[src/rtl/cam_reg_write_sequencer_pkg.sv]
// Shared constants for the camera register write sequencer: opcodes, FSM
// encoding, register-triple counts and the byte-within-triple selector.
package cam_reg_write_sequencer_pkg;

    localparam logic [7:0] OP_TRIGGER = 8'h01;
    localparam logic [7:0] OP_SHUTTER = 8'h03;
    localparam logic [7:0] OP_WINDOW  = 8'h05;
    localparam logic [7:0] OP_SRESET  = 8'h0B;
    localparam logic [7:0] OP_RAW     = 8'h0C;

    localparam logic [2:0] CNT_SHUTTER = 3'd7;
    localparam logic [2:0] CNT_WINDOW  = 3'd4;
    localparam logic [2:0] CNT_SRESET  = 3'd1;
    localparam logic [2:0] CNT_RAW     = 3'd1;

    typedef enum logic [1:0] {
        ST_IDLE   = 2'd0,
        ST_EMIT   = 2'd1,
        ST_GAP    = 2'd2,
        ST_FINISH = 2'd3
    } state_t;

    // Byte 0 of a triple is the register address, then data high, data low.
    function automatic logic [7:0] triple_byte(input logic [7:0]  reg_addr,
                                               input logic [15:0] word,
                                               input logic [1:0]  idx);
        logic [7:0] b;
        case (idx)
            2'd0:    b = reg_addr;
            2'd1:    b = word[15:8];
            2'd2:    b = word[7:0];
            default: b = 8'h00;
        endcase
        return b;
    endfunction

endpackage

[src/rtl/cam_reg_word_map.sv]
// Combinational map from (opcode, triple index, command payload) to the
// register address / 16-bit value written by that triple.
module cam_reg_word_map
    import cam_reg_write_sequencer_pkg::*;
(
    input  logic [7:0]  i_op,
    input  logic [2:0]  i_triple,
    input  logic [63:0] i_data,
    output logic [7:0]  o_reg,
    output logic [15:0] o_word,
    output logic [2:0]  o_count,
    output logic        o_is_write
);

    logic w_unused;
    assign w_unused = i_data[63];

    // Register/value table per opcode; unknown opcodes report no triples.
    always_comb begin
        o_reg      = 8'h00;
        o_word     = 16'h0000;
        o_count    = 3'd0;
        o_is_write = 1'b0;
        case (i_op)
            OP_SHUTTER: begin
                o_count    = CNT_SHUTTER;
                o_is_write = 1'b1;
                case (i_triple)
                    3'd0:    begin o_reg = 8'h08; o_word = {12'h000, i_data[22:19]};          end
                    3'd1:    begin o_reg = 8'h09; o_word = i_data[18:3];                      end
                    3'd2:    begin o_reg = 8'h0C; o_word = {3'b000, i_data[35:23]};           end
                    3'd3:    begin o_reg = 8'h22; o_word = {10'h000, i_data[37:36], 4'h0};    end
                    3'd4:    begin o_reg = 8'h23; o_word = {10'h000, i_data[39:38], 4'h0};    end
                    3'd5:    begin o_reg = 8'h05; o_word = {4'h0, i_data[51:40]};             end
                    3'd6:    begin o_reg = 8'h06; o_word = {5'b00000, i_data[62:52]};         end
                    default: begin o_reg = 8'h00; o_word = 16'h0000;                          end
                endcase
            end
            OP_WINDOW: begin
                o_count    = CNT_WINDOW;
                o_is_write = 1'b1;
                case (i_triple)
                    3'd0:    begin o_reg = 8'h01; o_word = {5'b00000, i_data[10:0]};  end
                    3'd1:    begin o_reg = 8'h02; o_word = {4'h0, i_data[22:11]};     end
                    3'd2:    begin o_reg = 8'h03; o_word = {5'b00000, i_data[33:23]}; end
                    3'd3:    begin o_reg = 8'h04; o_word = {4'h0, i_data[45:34]};     end
                    default: begin o_reg = 8'h00; o_word = 16'h0000;                  end
                endcase
            end
            OP_SRESET: begin
                o_count    = CNT_SRESET;
                o_is_write = 1'b1;
                o_reg      = 8'h0D;
                o_word     = {15'h0000, i_data[1]};
            end
            OP_RAW: begin
                o_count    = CNT_RAW;
                o_is_write = 1'b1;
                o_reg      = i_data[7:0];
                o_word     = i_data[23:8];
            end
            default: begin
                o_count    = 3'd0;
                o_is_write = 1'b0;
            end
        endcase
    end

endmodule

[src/rtl/cam_reg_write_sequencer.sv]
// Turns camera commands into I2C register-write byte triples, handles trigger
// capture commands and keeps per-camera compression/RGB configuration.
module cam_reg_write_sequencer
    import cam_reg_write_sequencer_pkg::*;
#(
    parameter int NUM_CAMS   = 2,
    parameter int GAP_CYCLES = 0
) (
    input  logic                  sysClk,
    input  logic                  sysRst_n,
    input  logic                  cmd_valid,
    output logic                  cmd_ready,
    input  logic [7:0]            cmd_addr,
    input  logic [63:0]           cmd_data,
    input  logic [1:0]            cmd_cam,
    output logic [7:0]            i2c_byte,
    output logic                  i2c_valid,
    input  logic                  i2c_ready,
    output logic                  i2c_first,
    output logic                  i2c_last,
    output logic [1:0]            cam_sel,
    output logic                  trigger,
    output logic [15:0]           trigger_index,
    output logic [27:0]           timestamp,
    output logic [2*NUM_CAMS-1:0] compression,
    output logic [NUM_CAMS-1:0]   rgb,
    output logic                  done,
    output logic                  err
);

    localparam logic [2:0] NUM_CAMS_W = 3'(NUM_CAMS);
    localparam bit         HAS_GAP    = (GAP_CYCLES > 0);
    localparam logic [7:0] GAP_LAST   = HAS_GAP ? 8'(GAP_CYCLES - 1) : 8'd0;

    state_t                r_state;
    logic [7:0]            r_op;
    logic [63:0]           r_data;
    logic [2:0]            r_triple;
    logic [2:0]            r_count;
    logic [1:0]            r_byte_idx;
    logic [7:0]            r_gap;
    logic [7:0]            r_i2c_byte;
    logic                  r_i2c_valid;
    logic                  r_i2c_first;
    logic                  r_i2c_last;
    logic [1:0]            r_cam_sel;
    logic                  r_trigger;
    logic [15:0]           r_trigger_index;
    logic [27:0]           r_timestamp;
    logic [2*NUM_CAMS-1:0] r_compression;
    logic [NUM_CAMS-1:0]   r_rgb;
    logic                  r_done;
    logic                  r_err;

    logic [7:0]  w_sel_op;
    logic [63:0] w_sel_data;
    logic [2:0]  w_sel_triple;
    logic [1:0]  w_sel_idx;
    logic [7:0]  w_map_reg;
    logic [15:0] w_map_word;
    logic [2:0]  w_map_count;
    logic        w_map_is_write;
    logic [7:0]  w_next_byte;
    logic        w_cam_ok;
    logic        w_hs;

    assign w_cam_ok = ({1'b0, cmd_cam} < NUM_CAMS_W);
    assign w_hs     = r_i2c_valid && i2c_ready;

    // Select which triple/byte the map should produce for the next output load.
    always_comb begin
        w_sel_op     = r_op;
        w_sel_data   = r_data;
        w_sel_triple = r_triple;
        w_sel_idx    = 2'd0;
        if (r_state == ST_IDLE) begin
            w_sel_op     = cmd_addr;
            w_sel_data   = cmd_data;
            w_sel_triple = 3'd0;
        end else if (r_state == ST_EMIT) begin
            if (r_byte_idx == 2'd2) begin
                w_sel_triple = r_triple + 3'd1;
            end else begin
                w_sel_idx = r_byte_idx + 2'd1;
            end
        end else begin
            w_sel_idx = 2'd0;
        end
    end

    cam_reg_word_map u_word_map (
        .i_op       (w_sel_op),
        .i_triple   (w_sel_triple),
        .i_data     (w_sel_data),
        .o_reg      (w_map_reg),
        .o_word     (w_map_word),
        .o_count    (w_map_count),
        .o_is_write (w_map_is_write)
    );

    assign w_next_byte = triple_byte(w_map_reg, w_map_word, w_sel_idx);

    // Command FSM, byte/triple/gap counters and all registered outputs.
    always_ff @(posedge sysClk or negedge sysRst_n) begin
        if (!sysRst_n) begin
            r_state         <= ST_IDLE;
            r_op            <= 8'h00;
            r_data          <= 64'h0;
            r_triple        <= 3'd0;
            r_count         <= 3'd0;
            r_byte_idx      <= 2'd0;
            r_gap           <= 8'd0;
            r_i2c_byte      <= 8'h00;
            r_i2c_valid     <= 1'b0;
            r_i2c_first     <= 1'b0;
            r_i2c_last      <= 1'b0;
            r_cam_sel       <= 2'd0;
            r_trigger       <= 1'b0;
            r_trigger_index <= 16'h0000;
            r_timestamp     <= 28'h0;
            r_compression   <= '0;
            r_rgb           <= '0;
            r_done          <= 1'b0;
            r_err           <= 1'b0;
        end else begin
            r_done    <= 1'b0;
            r_err     <= 1'b0;
            r_trigger <= 1'b0;
            case (r_state)
                ST_IDLE: begin
                    if (cmd_valid) begin
                        r_op   <= cmd_addr;
                        r_data <= cmd_data;
                        if (!w_cam_ok || (!w_map_is_write && cmd_addr != OP_TRIGGER)) begin
                            r_err <= 1'b1;
                        end else if (cmd_addr == OP_TRIGGER) begin
                            r_trigger       <= 1'b1;
                            r_done          <= 1'b1;
                            r_cam_sel       <= cmd_cam;
                            r_trigger_index <= cmd_data[16:1];
                            r_timestamp     <= cmd_data[44:17];
                        end else begin
                            r_state     <= ST_EMIT;
                            r_cam_sel   <= cmd_cam;
                            r_count     <= w_map_count;
                            r_triple    <= 3'd0;
                            r_byte_idx  <= 2'd0;
                            r_i2c_valid <= 1'b1;
                            r_i2c_byte  <= w_next_byte;
                            r_i2c_first <= 1'b1;
                            r_i2c_last  <= 1'b0;
                            if (cmd_addr == OP_SHUTTER) begin
                                for (int k = 0; k < NUM_CAMS; k++) begin
                                    if (cmd_cam == 2'(k)) begin
                                        r_compression[2*k +: 2] <= cmd_data[1:0];
                                        r_rgb[k]                <= cmd_data[2];
                                    end
                                end
                            end
                        end
                    end
                end
                ST_EMIT: begin
                    if (w_hs) begin
                        if (r_byte_idx != 2'd2) begin
                            r_byte_idx  <= r_byte_idx + 2'd1;
                            r_i2c_byte  <= w_next_byte;
                            r_i2c_first <= 1'b0;
                            r_i2c_last  <= (r_byte_idx == 2'd1);
                        end else if (r_triple == r_count - 3'd1) begin
                            r_state     <= ST_FINISH;
                            r_i2c_valid <= 1'b0;
                            r_i2c_first <= 1'b0;
                            r_i2c_last  <= 1'b0;
                            r_done      <= 1'b1;
                        end else begin
                            r_triple   <= r_triple + 3'd1;
                            r_byte_idx <= 2'd0;
                            r_i2c_last <= 1'b0;
                            if (HAS_GAP) begin
                                r_state     <= ST_GAP;
                                r_gap       <= 8'd0;
                                r_i2c_valid <= 1'b0;
                                r_i2c_first <= 1'b0;
                            end else begin
                                r_i2c_byte  <= w_next_byte;
                                r_i2c_first <= 1'b1;
                            end
                        end
                    end
                end
                ST_GAP: begin
                    if (r_gap == GAP_LAST) begin
                        r_state     <= ST_EMIT;
                        r_i2c_valid <= 1'b1;
                        r_i2c_byte  <= w_next_byte;
                        r_i2c_first <= 1'b1;
                    end else begin
                        r_gap <= r_gap + 8'd1;
                    end
                end
                ST_FINISH: begin
                    r_state <= ST_IDLE;
                end
                default: begin
                    r_state     <= ST_IDLE;
                    r_i2c_valid <= 1'b0;
                end
            endcase
        end
    end

    assign cmd_ready     = (r_state == ST_IDLE);
    assign i2c_byte      = r_i2c_byte;
    assign i2c_valid     = r_i2c_valid;
    assign i2c_first     = r_i2c_first;
    assign i2c_last      = r_i2c_last;
    assign cam_sel       = r_cam_sel;
    assign trigger       = r_trigger;
    assign trigger_index = r_trigger_index;
    assign timestamp     = r_timestamp;
    assign compression   = r_compression;
    assign rgb           = r_rgb;
    assign done          = r_done;
    assign err           = r_err;

endmodule

[config.mk]
export PLATFORM = sky130hd
export DESIGN_NAME = cam_reg_write_sequencer
export DESIGN_NICKNAME = d
export VERILOG_FILES = /design/src/rtl/cam_reg_write_sequencer_pkg.sv /design/src/rtl/cam_reg_word_map.sv /design/src/rtl/cam_reg_write_sequencer.sv
export SDC_FILE = /design/constraint.sdc
export NUM_CORES = 1
export LEC_CHECK = 0
export ABC_AREA = 1
export BUFFER_PORTS_ARGS = -buffer_cell sky130_fd_sc_hd__clkbuf_2
export CAP_MARGIN = 20
export CORE_UTILIZATION = 61
export CTS_BUF_LIST = sky130_fd_sc_hd__clkbuf_16
export DETAILED_ROUTE_END_ITERATION = 8
export PLACE_DENSITY = 0.86
export SLEW_MARGIN = 10
export SYNTH_ARGS = -nofsm -noshare
export SYNTH_HDL_FRONTEND = slang
export SYNTH_SLANG_ARGS = --single-unit
[constraint.sdc]
create_clock -name sysClk -period 5.23 [get_ports sysClk]
set_input_delay 1.046 -clock sysClk [delete_from_list [all_inputs] [get_ports sysClk]]
set_output_delay 1.046 -clock sysClk [all_outputs]
set_load 0.01 [all_outputs]
Word level (Yosys, flattened, before mapping)
Index checks and enable logic that the tools add are counted.

operators by class
  multiplexer cells = 76
  equality and inequality tests = 32
  bitwise gates (word level) = 3
  reduce and logical (&&, ||, !) cells = 28
  $lt $le $gt $ge = 1
  add/sub/neg operators = 4

operator list
  operator                                             count
  one-hot mux 16 bit (7 select lines)                  1
  two-way mux 8 bit                                    8
  one-hot mux 16 bit (4 select lines)                  1
  two-way mux 63 bit                                   1
  one-hot mux 12 bit (4 select lines)                  1
  one-hot mux 8 bit (3 select lines)                   2
  one-hot mux 6 bit (7 select lines)                   1
  two-way mux 2 bit                                    16
  one-hot mux 8 bit (4 select lines)                   1
  two-way mux 3 bit                                    9
  two-way mux 1 bit                                    26
  AND reduction 6 bit                                  4
  AND reduction 7 bit                                  3
  equality test 8 x 2 -> 1 bit, second input constant  2
  equality test 8 x 4 -> 1 bit, second input constant  2
  inequality test 2 bit, second input constant         8
  one-hot mux 3 bit (4 select lines)                   1
  equality test 3 bit, second input constant           3
  one-hot mux 3 bit (3 select lines)                   1
  adder 8 x 1 -> 8 bit, second input constant          1
  equality test 2 x 1 -> 1 bit, second input constant  4
  equality test 2 bit, second input constant           4
  equality test 8 x 1 -> 1 bit, second input constant  1
  equality test 8 x 3 -> 1 bit, second input constant  1
  31 further kinds                                     42

storage, ports and cells
  output and inout port bits = 67
  logic and storage cells = 165
  register bits = 155

Depth between registers and ports, before layout
Gate-level depths: netlist (run 1).

  depth after elaboration = 12
  depth in mapped cells = 18
  depth with buffers taken out = 17

Modules after synthesis
From an unflattened synthesis (run 1), not the netlist that was laid out.

second synthesis, totals
  cell total of the unflattened synthesis = 1196
  area total of the unflattened synthesis = 9243.9 um^2

by module, submodules not included
  module                   times used  cells an instance  area an instance (um^2)
  cam_reg_write_sequencer  1           902                7754.9
  cam_reg_word_map         1           294                1488.9

Worst setup path after synthesis (run 1)
OpenSTA, ideal clock, no wires.

  path kind = input to register
  from = input cmd_addr[5]
  to = register r_trigger_index[12] (netlist: trigger_index[12])
  path slack = 2.683 ns
  arrival = 2.429 ns
  path buffers = 2
  library setup time = 0.118 ns
  stages = 12
  data required time = 5.112 ns
  path through = nor2_1 -> nand3_2 -> nand2_2 -> nand3_2 -> nand3_2 -> o21ai_2 -> nor2_4 -> nand2_2 -> buf_6 -> buf_6 -> nand2_1 -> o21ai_2

between the ends
  word-level cells in the longest chain between the ends = 9

ends and longest elaborated chain
  what                                                  line                            source
  start: declaration                                    cam_reg_write_sequencer.sv:13   input logic [7:0] cmd_addr,
  two-way mux 8 bit                                     cam_reg_write_sequencer.sv:76   if (r_state == ST_IDLE) begin
  equality test 8 x 2 -> 1 bit (tied with other cells)  cam_reg_word_map.sv:24          case (i_op)
  OR reduction 4 bit (no source line)                   --
  two-way mux 1 bit                                     cam_reg_word_map.sv:24
  zero test 1 bit                                       cam_reg_write_sequencer.sv:134  if (!w_cam_ok || (!w_map_is_write && cmd_addr != OP_TRIGGER)) begin
  logical AND 1 bit                                     cam_reg_write_sequencer.sv:134
  logical OR 1 bit                                      cam_reg_write_sequencer.sv:134
  NOT 1 bit (no source line)                            --
  AND reduction 4 bit (no source line) *                --
  end signal: assignment                                cam_reg_write_sequencer.sv:140  r_trigger_index <= cmd_data[16:1];
  end: declaration                                      cam_reg_write_sequencer.sv:48   logic [15:0] r_trigger_index;

Every way passes the cells marked *; elsewhere a longest branch is shown, timed or not.
A chain may end at the register's enable or synchronous reset.

Final worst setup path (run 1)
  from = register r_state[1]
  to = register r_timestamp[9] (netlist: timestamp[9])

between the ends
  word-level cells in the longest chain between the ends = 10

ends and longest elaborated chain
  what                                                  line                                                           source
  start: declaration                                    cam_reg_write_sequencer.sv:35                                  state_t r_state;
  start signal: assignment                              cam_reg_write_sequencer.sv:106                                 r_state <= ST_IDLE;
  start signal: assignment                              cam_reg_write_sequencer.sv:143                                 r_state <= ST_EMIT;
  start signal: assignment                              cam_reg_write_sequencer.sv:171                                 r_state <= ST_FINISH;
  zero test 2 bit *                                     cam_reg_write_sequencer.sv:76, cam_reg_write_sequencer.sv:129
  two-way mux 8 bit                                     cam_reg_write_sequencer.sv:76
  equality test 8 x 2 -> 1 bit (tied with other cells)  cam_reg_word_map.sv:24
  OR reduction 4 bit (no source line)                   --
  two-way mux 1 bit                                     cam_reg_word_map.sv:24
  zero test 1 bit                                       cam_reg_write_sequencer.sv:134
  logical AND 1 bit                                     cam_reg_write_sequencer.sv:134
  logical OR 1 bit                                      cam_reg_write_sequencer.sv:134
  NOT 1 bit (no source line)                            --
  AND reduction 4 bit (no source line) *                --
  end signal: assignment                                cam_reg_write_sequencer.sv:141                                 r_timestamp <= cmd_data[44:17];
  end: declaration                                      cam_reg_write_sequencer.sv:49                                  logic [27:0] r_timestamp;

Marked as above.

==> results_tabular.tex, run 1 <==
\begin{tabular}{lr}
\hline
Metric & Value \\
\hline
\multicolumn{2}{l}{\textbf{Pwr}} \\
Worst voltage drop across the vdd grid & between 0.0002 and 0.0003 V \\
Overall power of the completed layout & roughly 5 mW \\
Total power density per cell area & $\sim$510 mW/mm2 \\
Leak pwr & between 5 and 6 nW \\
\multicolumn{2}{l}{\textbf{GRT}} \\
Global-route wire length before repair & roughly 39,000 um \\
Antenna violations before repair & 0 \\
Global-route usage over all layers & about a third \\
Largest net degree at the start of global routing & 90 \\
Leftover overflow at the end of global routing & 0 \\
Number of global-route vias before repair & just under 8,000 \\
\multicolumn{2}{l}{\textbf{Place}} \\
Final HPWL DP & around 17,000 um \\
Placed Instance Area & $\sim$0.0093 mm2 \\
Final weighted congestion in routability-driven placement & between 1 and 1.5 \\
Number of buffers inserted by port buffering & 143 \\
Dpl cells & about 1,500 \\
\multicolumn{2}{l}{\textbf{Critical path}} \\
Worst setup path end & timestamp[9] \\
Number of cells on the worst reg-to-reg path & 13 \\
Crit Path Max Fanout & 81 \\
Standard cell with the maximum stage delay on the critical path & sky130\_fd\_sc\_hd\_\_nand2\_2 \\
Register-to-register setup slack & 1460 ps \\
Endpoint kind of the worst setup timing path & flip-flop \\
Launch point of the worst path & r\_state[1] \\
CP Data Required Time & $\sim$5600 ps \\
Critical R2R Capture & timestamp[9] \\
Kind of start point of the critical path & flip-flop \\
Crit path largest cell delay & about 670 ps \\
Critical Path, Cell by Cell & inv\_2 > nand2\_4 > nand2\_1 > nand2\_2 > nor2\_1 > nand3\_2 > nand3\_2 > o21ai\_2 > nor2\_4 > nand2\_2 > buf\_4 > nand2\_1 > o21ai\_1 \\
Setup CP Type & reg -> reg \\
Worst EP arrival & $\sim$4100 ps \\
R2R Path Start & r\_state[1] \\
\multicolumn{2}{l}{\textbf{Final layout}} \\
Count of placed standard cells in the final layout, fillers left out & approximately 1,500 \\
Proportion of layout cells with a drive suffix above 1 & roughly 18\% \\
Commonest non-fill, non-tap cells in the layout & 467 x sky130\_fd\_sc\_hd\_\_nand2\_1, 155 x sky130\_fd\_sc\_hd\_\_dfrtp\_1, 146 x sky130\_fd\_sc\_hd\_\_o21ai\_0 \\
Flip-flop and latch area & between 0.003 and 0.004 mm2 \\
Count of antenna diodes in the layout & 0 \\
Most common cell after layout, fill and taps aside & sky130\_fd\_sc\_hd\_\_nand2\_1 \\
Number of nets in the layout & around 1,400 \\
Design area & between 0.009 and 0.01 mm2 \\
Relative area change from synthesis to final layout & 15.4\% \\
Multi-input gate area in the final layout & between 0.003 and 0.004 mm2 \\
Number of inserted filler cells in the final layout & $\sim$1,100 \\
\multicolumn{2}{l}{\textbf{Timing}} \\
Highest clock rate & approximately 270 MHz \\
Clock tree skew after final layout & roughly 9.2 ps \\
Number of hold violations in the final report & 0 \\
Post-route setup TNS & 0 ps \\
Unrepaired setup endpoints after global routing & no \\
Number of max-slew violations in the final report & 0 \\
Final-layout worst hold slack & roughly 470 ps \\
Tmin final & roughly 3800 ps \\
Slew at the pin closest to its max-slew limit & 1060 ps \\
Number of endpoints failing setup at the final stage & 0 \\
Tightest slew margin relative to the limit & a little under 30\% \\
Fin crit share & 72.0\% \\
\multicolumn{2}{l}{\textbf{Clocking}} \\
Clock root buffer master & sky130\_fd\_sc\_hd\_\_clkbuf\_16 \\
Total setup buffers inserted after CTS & 0 \\
Latest clock arrival within the worst-skew pair & 440 ps \\
Total number of clock tree sinks & about 160 \\
Resized Gates After CTS & 0 \\
Clock-pin transition on the worst setup and hold timing paths & around 60 ps \\
Number of buffers on the longest clock path & 2 \\
Post-cts hold buffer count & 0 \\
CTS Buf Count & 17 \\
CTS tree & yes \\
H-tree level count & 4 \\
\multicolumn{2}{l}{\textbf{Logic synthesis}} \\
Synth unique cells & 34 \\
Synth Area per Inst & 7.19 um2 \\
Sequential element share of the synthesized area & a little under half \\
Number of warnings reported in the yosys synthesis log & 0 \\
Cell area after technology mapping & approximately 0.0085 mm2 \\
Nets in the synthesized netlist & 1,262 \\
Number of synthesized flops with an enable pin & 0 \\
Most used flip-flop cell after synthesis & sky130\_fd\_sc\_hd\_\_dfrtp\_1 \\
Post-synthesis async set-or-reset flop share & 100\% \\
\#FFs+latches synth & around 160 \\
Number of instances in the synthesized netlist & approximately 1,200 \\
\multicolumn{2}{l}{\textbf{Floorplanning}} \\
Die W & $\sim$120 um \\
Standard-cell row count & 42 \\
Number of top-level design ports & between 100 and 150 \\
Die Outline Area & 0.0144 mm2 \\
Die Y & 120 um \\
Area of the core region & 0.0134 mm2 \\
Initial standard-cell utilization of the core & a little under two thirds \\
\multicolumn{2}{l}{\textbf{Routing}} \\
Count of TritonRoute iterations in the first routing pass & 5 \\
Post-detailed-route wirelength per cell & $\sim$16 um \\
Total via count in the routed design & 8,206 \\
Via density & 5.50 \\
Antenna Nets Post-Route & 0 \\
Initial detailed-routing violation count & between 600 and 700 \\
Final routed DRC violation total & 0 \\
Routed WL & 23,200 um \\
\multicolumn{2}{l}{\textbf{Worst hold path}} \\
Hold/Removal Path Class & reg -> reg \\
Hold Path Origin & r\_op[4] \\
\multicolumn{2}{l}{\textbf{Flow run}} \\
Count of maximum capacitance violations & 0 \\
\multicolumn{2}{l}{\textbf{Outcome}} \\
Outcome & completed \\
\hline
\end{tabular}
-- routing by layer --
layer / GRT usage, % / share of wire [%]
met5: 0 / 0
met4: 17.1 / 4.1
met3: 6.13 / 6.3
met2: 54.1 / 46
met1: 46.9 / 44
-- through the flow --
stage / utilization (%) / setup WS [ps]
detailed placement: 69.1 / 1510
global placement: 69.1 / 1610
global route: 73.1 / 1210
floorplan: - / 2680
finish: 73.1 / 1460
CTS: 73.1 / 1520
-- registers in the layout, summed over array words and instances, names as in the netlist, 2 cells and up --
signal	flops
i2c_byte	8
r_count	3
r_state	2
compression	4
trigger_index	16
r_triple	3
r_gap	8
cam_sel	2
r_data	63
r_byte_idx	2
rgb	2
timestamp	28
r_op	8
-- cells in the mapped netlist, drive strengths merged (4+ instances only) --
library cell	n	area, um2
a21oi	9	48.8
buf	20	148
clkbuf	28	105
dfrtp	155	3880
ha	4	50.1
inv	115	432
nand2	475	1810
nand3	76	400
nand4	13	81.3
nor2	72	318
nor3	10	60.1
o21ai	184	1000
xnor2	4	35.0
xor2	6	52.6
-- power breakdown --
group          internal [mW]  total (mW)  switching (mW)
Sequential              1.52        1.69           0.170
Combinational          0.592        2.18            1.59
Clock                  0.613        1.14           0.531
-- final cells by class --
cell class / instances / area share (%)
multi-input cells: 860 / 40.1
well taps: 176 / 2.25
inverters: 117 / 4.48
clock buffers: 17 / 4.34
flip-flops and latches: 155 / 39.6
clock inverters: 15 / 1.14
repair buffers: 151 / 8.11
-- worst min path at each step --
stage	depth (start not counted)	slack [ps]	to
global route	1	490	r_gap[7]
detailed placement	2	460	r_op[7]
global placement	2	450	cam_sel[1]
CTS	2	480	r_op[7]
floorplan	2	440	r_data[48]
finish	2	470	r_op[4]
-- kinds of logic (layout without fill, tap and decap cells) --
logic type               after synthesis  count (layout)  share of synthesized area [%]
buffers and inverters                165             300                           8.15
AND/OR/NAND/NOR                      647             647                           31.5
XOR/XNOR                              10              10                           1.03
AO/OA/AOI/OAI                        199             199                           13.0
flip-flops                           155             155                           45.7
adder cells (fa/ha/maj)                4               4                          0.590
-- critical path, delay by kind of cell (launching register included) --
| family | cells | cell delay [ps] |
|---|---|---|
| AND/OR/NAND/NOR | 9 | 2170 |
| flip-flops | 1 | 550 |
| buffers and inverters | 2 | 570 |
| AO/OA/AOI/OAI | 2 | 350 |
Power figures use the tool's default switching activity.
==> run 2: changes to the inputs <==
--- a/config.mk
+++ b/config.mk
@@ -5,13 +5,13 @@
 export SDC_FILE = /design/constraint.sdc
 export NUM_CORES = 1
 export LEC_CHECK = 0
-export ABC_AREA = 1
+export ABC_AREA = 0
 export BUFFER_PORTS_ARGS = -buffer_cell sky130_fd_sc_hd__clkbuf_2
 export CAP_MARGIN = 20
-export CORE_UTILIZATION = 61
+export CORE_UTILIZATION = 52
 export CTS_BUF_LIST = sky130_fd_sc_hd__clkbuf_16
 export DETAILED_ROUTE_END_ITERATION = 8
-export PLACE_DENSITY = 0.86
+export PLACE_DENSITY = 0.78
 export SLEW_MARGIN = 10
 export SYNTH_ARGS = -nofsm -noshare
 export SYNTH_HDL_FRONTEND = slang
==> constraint.sdc (replaced) <==
create_clock -name sysClk -period 3.4 [get_ports sysClk]
set_input_delay 0.68 -clock sysClk [delete_from_list [all_inputs] [get_ports sysClk]]
set_output_delay 0.68 -clock sysClk [all_outputs]
set_load 0.01 [all_outputs]
==> run 2 against run 1 <==
Effect of this change: die area is 19% higher; utilization down 8.7 points; register-to-register slack worse by 1200 ps; maximum frequency up 19%; critical path depth fell by 6; worst setup slack lost 1200 ps; highest routed layer unchanged; cell count shrank 11%; via count is 4.5% lower; clock power grew 69%; sequential share of layout area fell by 2.1 points.
==> results_tabular.tex, run 2 <==
\begin{tabular}{lr}
\hline
Metric & Value \\
\hline
\multicolumn{2}{l}{\textbf{Critical path}} \\
Largest delay contributor family on the critical path & compound AO/OA/AOI/OAI gates \\
Endpoint kind of the worst setup timing path & flip-flop \\
Crit path largest cell delay & 700 ps (+30 ps) \\
Critical Path, Cell by Cell & and4bb\_1 > nand2\_1 > a22oi\_1 > nand2\_1 > a311oi\_1 > a2111oi\_0 > a21oi\_1 \\
Kind of start point of the critical path & flip-flop \\
Number of buffer and inverter stages on the critical path & 0 (-2) \\
Standard cell with the maximum stage delay on the critical path & sky130\_fd\_sc\_hd\_\_a22oi\_1 \\
Worst EP arrival & 3520 ps (-600 ps) \\
CP Data Required Time & 3750 ps (-1840 ps) \\
R2R Path Start & r\_state[1] \\
Crit Path Max Fanout & 11 (-86\%) \\
Setup CP Type & reg -> reg \\
Register-to-register setup slack & 240 ps (-1230 ps) \\
Launch point of the worst path & r\_state[1] \\
Cell type with the highest occurrence count on the critical path & sky130\_fd\_sc\_hd\_\_nand2\_1 \\
\multicolumn{2}{l}{\textbf{Logic synthesis}} \\
Sequential element share of the synthesized area & 44.9\% (-0.82 points) \\
Synth unique cells & 89 (+160\%) \\
Synth area leader & sky130\_fd\_sc\_hd\_\_dfrtp\_1 \\
Number of instances in the synthesized netlist & 941 (-20\%) \\
Post-synthesis async set-or-reset flop share & 100\% (unchanged) \\
\#FFs+latches synth & 155 (unchanged) \\
Number of synthesized flops with an enable pin & 0 (unchanged) \\
Synth area leaders & sky130\_fd\_sc\_hd\_\_dfrtp\_1 45\%, sky130\_fd\_sc\_hd\_\_nand2\_1 13\%, sky130\_fd\_sc\_hd\_\_mux2\_2 6.5\% \\
Synth Area per Inst & 9.19 um2 (+28\%) \\
Nets in the synthesized netlist & 1,023 (-19\%) \\
Most used flip-flop cell after synthesis & sky130\_fd\_sc\_hd\_\_dfrtp\_1 \\
Share of the synthesized area in the top cell type & 44.9\% (-0.82 points) \\
Number of warnings reported in the yosys synthesis log & 0 (unchanged) \\
Most frequent cells after synthesis & 310 x sky130\_fd\_sc\_hd\_\_nand2\_1, 155 x sky130\_fd\_sc\_hd\_\_dfrtp\_1, 50 x sky130\_fd\_sc\_hd\_\_mux2\_2 \\
Cell with the most instances after synthesis & sky130\_fd\_sc\_hd\_\_nand2\_1 \\
Cell area after technology mapping & 0.00864 mm2 (+1.8\%) \\
\multicolumn{2}{l}{\textbf{Final layout}} \\
Final cell utilization of the core & 64.4\% (-8.7 points) \\
Commonest non-fill, non-tap cells in the layout & 308 x sky130\_fd\_sc\_hd\_\_nand2\_1, 155 x sky130\_fd\_sc\_hd\_\_dfrtp\_1, 142 x sky130\_fd\_sc\_hd\_\_clkbuf\_2 \\
Relative area change from synthesis to final layout & 19.6\% \\
Multi-input gate area in the final layout & 0.00446 mm2 (+14\%) \\
Most common cell after layout, fill and taps aside & sky130\_fd\_sc\_hd\_\_nand2\_1 \\
Count of antenna diodes in the layout & 0 (unchanged) \\
Register name with the most flops & r\_data \\
Number of nets in the layout & 1,176 (-15\%) \\
Number of inserted filler cells in the final layout & 1,327 (+21\%) \\
Number of flip-flops in the largest register & 63 (unchanged) \\
Proportion of layout cells with a drive suffix above 1 & 27.0\% (+9.0 points) \\
Flip-flop and latch area & 0.00388 mm2 (unchanged) \\
Design area & 0.0103 mm2 (+5.5\%) \\
\multicolumn{2}{l}{\textbf{Pwr}} \\
Overall power of the completed layout & 8.44 mW (+68\%) \\
Total power density per cell area & 817 mW/mm2 (+59\%) \\
Worst voltage drop across the vdd grid & 0.000516 V (+76\%) \\
Leak pwr & 5.25 nW (-2.4\%) \\
\multicolumn{2}{l}{\textbf{Floorplanning}} \\
Initial standard-cell utilization of the core & 53.8\% (-9.5 points) \\
Standard-cell row count & 46 (+9.5\%) \\
Die Outline Area & 0.0171 mm2 (+19\%) \\
Die Y & 131 um (+9.1\%) \\
Area of the core region & 0.0161 mm2 (+20\%) \\
Die W & 131 um (+9.1\%) \\
Number of top-level design ports & 145 (unchanged) \\
\multicolumn{2}{l}{\textbf{Outcome}} \\
Outcome & completed \\
\multicolumn{2}{l}{\textbf{Place}} \\
Final weighted congestion in routability-driven placement & 1.04 (+3.0\%) \\
Worst slack at placement & 342 ps (-1170 ps) \\
Final HPWL DP & 19,400 um (+16\%) \\
Placed Instance Area & 0.00975 mm2 (+5.3\%) \\
Number of buffers inserted by port buffering & 143 (unchanged) \\
\multicolumn{2}{l}{\textbf{Routing}} \\
Count of TritonRoute iterations in the first routing pass & 5 (unchanged) \\
Post-detailed-route wirelength per cell & 19.8 um (+27\%) \\
Via density & 5.92 (+7.6\%) \\
Antenna Nets Post-Route & 0 (unchanged) \\
Routed WL & 26,200 um (+13\%) \\
Final routed DRC violation total & 0 (unchanged) \\
Initial detailed-routing violation count & 689 (+3.1\%) \\
Total via count in the routed design & 7,834 (-4.5\%) \\
\multicolumn{2}{l}{\textbf{Clocking}} \\
CTS Buf Count & 17 (unchanged) \\
Post-cts hold buffer count & 0 (unchanged) \\
Total setup buffers inserted after CTS & 0 (unchanged) \\
H-tree level count & 4 (unchanged) \\
Clock-pin transition on the worst setup and hold timing paths & 70 ps (about the same) \\
Latest clock arrival within the worst-skew pair & 440 ps (about the same) \\
Total number of clock tree sinks & 155 (unchanged) \\
Resized Gates After CTS & 0 (unchanged) \\
CTS tree & yes \\
Number of buffers on the longest clock path & 2 (unchanged) \\
Clock root buffer master & sky130\_fd\_sc\_hd\_\_clkbuf\_16 \\
\multicolumn{2}{l}{\textbf{Timing}} \\
Fin crit share & 93.0\% (+21 points) \\
Highest clock rate & 316 MHz (+19\%) \\
Tightest slew margin relative to the limit & 48.6\% (+20 points) \\
Tmin final & 3160 ps (-603 ps) \\
Number of hold violations in the final report & 0 (unchanged) \\
Worst-case setup margin in the final layout & 237 ps (-1230 ps) \\
Clock tree skew after final layout & 11.4 ps (+2.25 ps) \\
Post-route setup TNS & 0 ps (unchanged) \\
Number of max-slew violations in the final report & 0 (unchanged) \\
Unrepaired setup endpoints after global routing & no \\
Slew at the pin closest to its max-slew limit & 771 ps (-292 ps) \\
Number of endpoints failing setup at the final stage & 0 (unchanged) \\
\multicolumn{2}{l}{\textbf{Flow run}} \\
Count of maximum capacitance violations & 0 (unchanged) \\
\multicolumn{2}{l}{\textbf{GRT}} \\
Number of global-route vias before repair & 7,374 (-5.1\%) \\
Global-route usage over all layers & 32.2\% (-2.5 points) \\
Global-route wire length before repair & 41,200 um (+6.4\%) \\
Antenna violations before repair & 0 (unchanged) \\
Leftover overflow at the end of global routing & 0 (unchanged) \\
Largest net degree at the start of global routing & 76 (-16\%) \\
\multicolumn{2}{l}{\textbf{Worst hold path}} \\
Hold/Removal Path Class & in -> async \\
\hline
\end{tabular}
run 2: cell count changes after synthesis, moves of 36 or more:
cell,before,now
sky130_fd_sc_hd__nand2_1,467,310
sky130_fd_sc_hd__nand3_1,72,32
sky130_fd_sc_hd__o21ai_0,146,24
sky130_fd_sc_hd__inv_1,112,16
sky130_fd_sc_hd__mux2i_1,0,36
sky130_fd_sc_hd__mux2_2,0,50
run 2: per-stage QoR:
stage | instances | hold WS [ps]
detailed placement | 1291 | 462
finish | 1323 | 274
global placement | 1291 | 452
global route | 1323 | 338
floorplan | 941 | 384
CTS | 1323 | 301
run 2: worst paths after layout:
check,endpoint,cells after the start
hold / removal,timestamp[23],1
min in group sysClk,r_data[60],3
max in group asynchronous,r_data[3],2
hold reg to reg,r_data[5],2
setup reg to reg,i2c_byte[3],7
setup / recovery,i2c_byte[3],7
run 2: layout make-up:
type,instances,area share (%)
flip-flops and latches,155,37.5
inverters,17,0.666
well taps,216,2.61
multi-input cells,717,43.1
clock buffers,17,4.11
clock inverters,15,1.61
repair buffers,186,10.3
run 2: kinds of logic after synthesis:
group | share of synthesized area, %
mux | 12.6
xor+xnor | 1.71
fa+ha+maj | 0.579
buf+inv | 3.62
compound gates | 13.4
flops | 44.9
simple gates | 23.2
run 2: metal layers:
metal / GRT usage, % / up-vias / routed length (um)
met3: 6.96 / 63 / 2200
met1: 45.3 / 3764 / 11300
li1: - / 3617 / -
met4: 12.8 / 0 / 806
met5: 0 / - / 0
met2: 48.6 / 390 / 12000
run 2: worst reg2reg max path, cell delays in order, from the launching register on:
cell	delay (ps)
sky130_fd_sc_hd__dfrtp_1	500
sky130_fd_sc_hd__and4bb_1	660
sky130_fd_sc_hd__nand2_1	310
sky130_fd_sc_hd__a22oi_1	700
sky130_fd_sc_hd__nand2_1	110
sky130_fd_sc_hd__a311oi_1	490
sky130_fd_sc_hd__a2111oi_0	130
sky130_fd_sc_hd__a21oi_1	180
run 2: power breakdown:
part / total (mW) / internal, mW / switching [mW] / leakage [nW]
clock network: 1.93 / 1.10 / 0.829 / 0.297
registers: 2.74 / 2.34 / 0.404 / 2.02
logic: 3.77 / 1.42 / 2.35 / 2.93
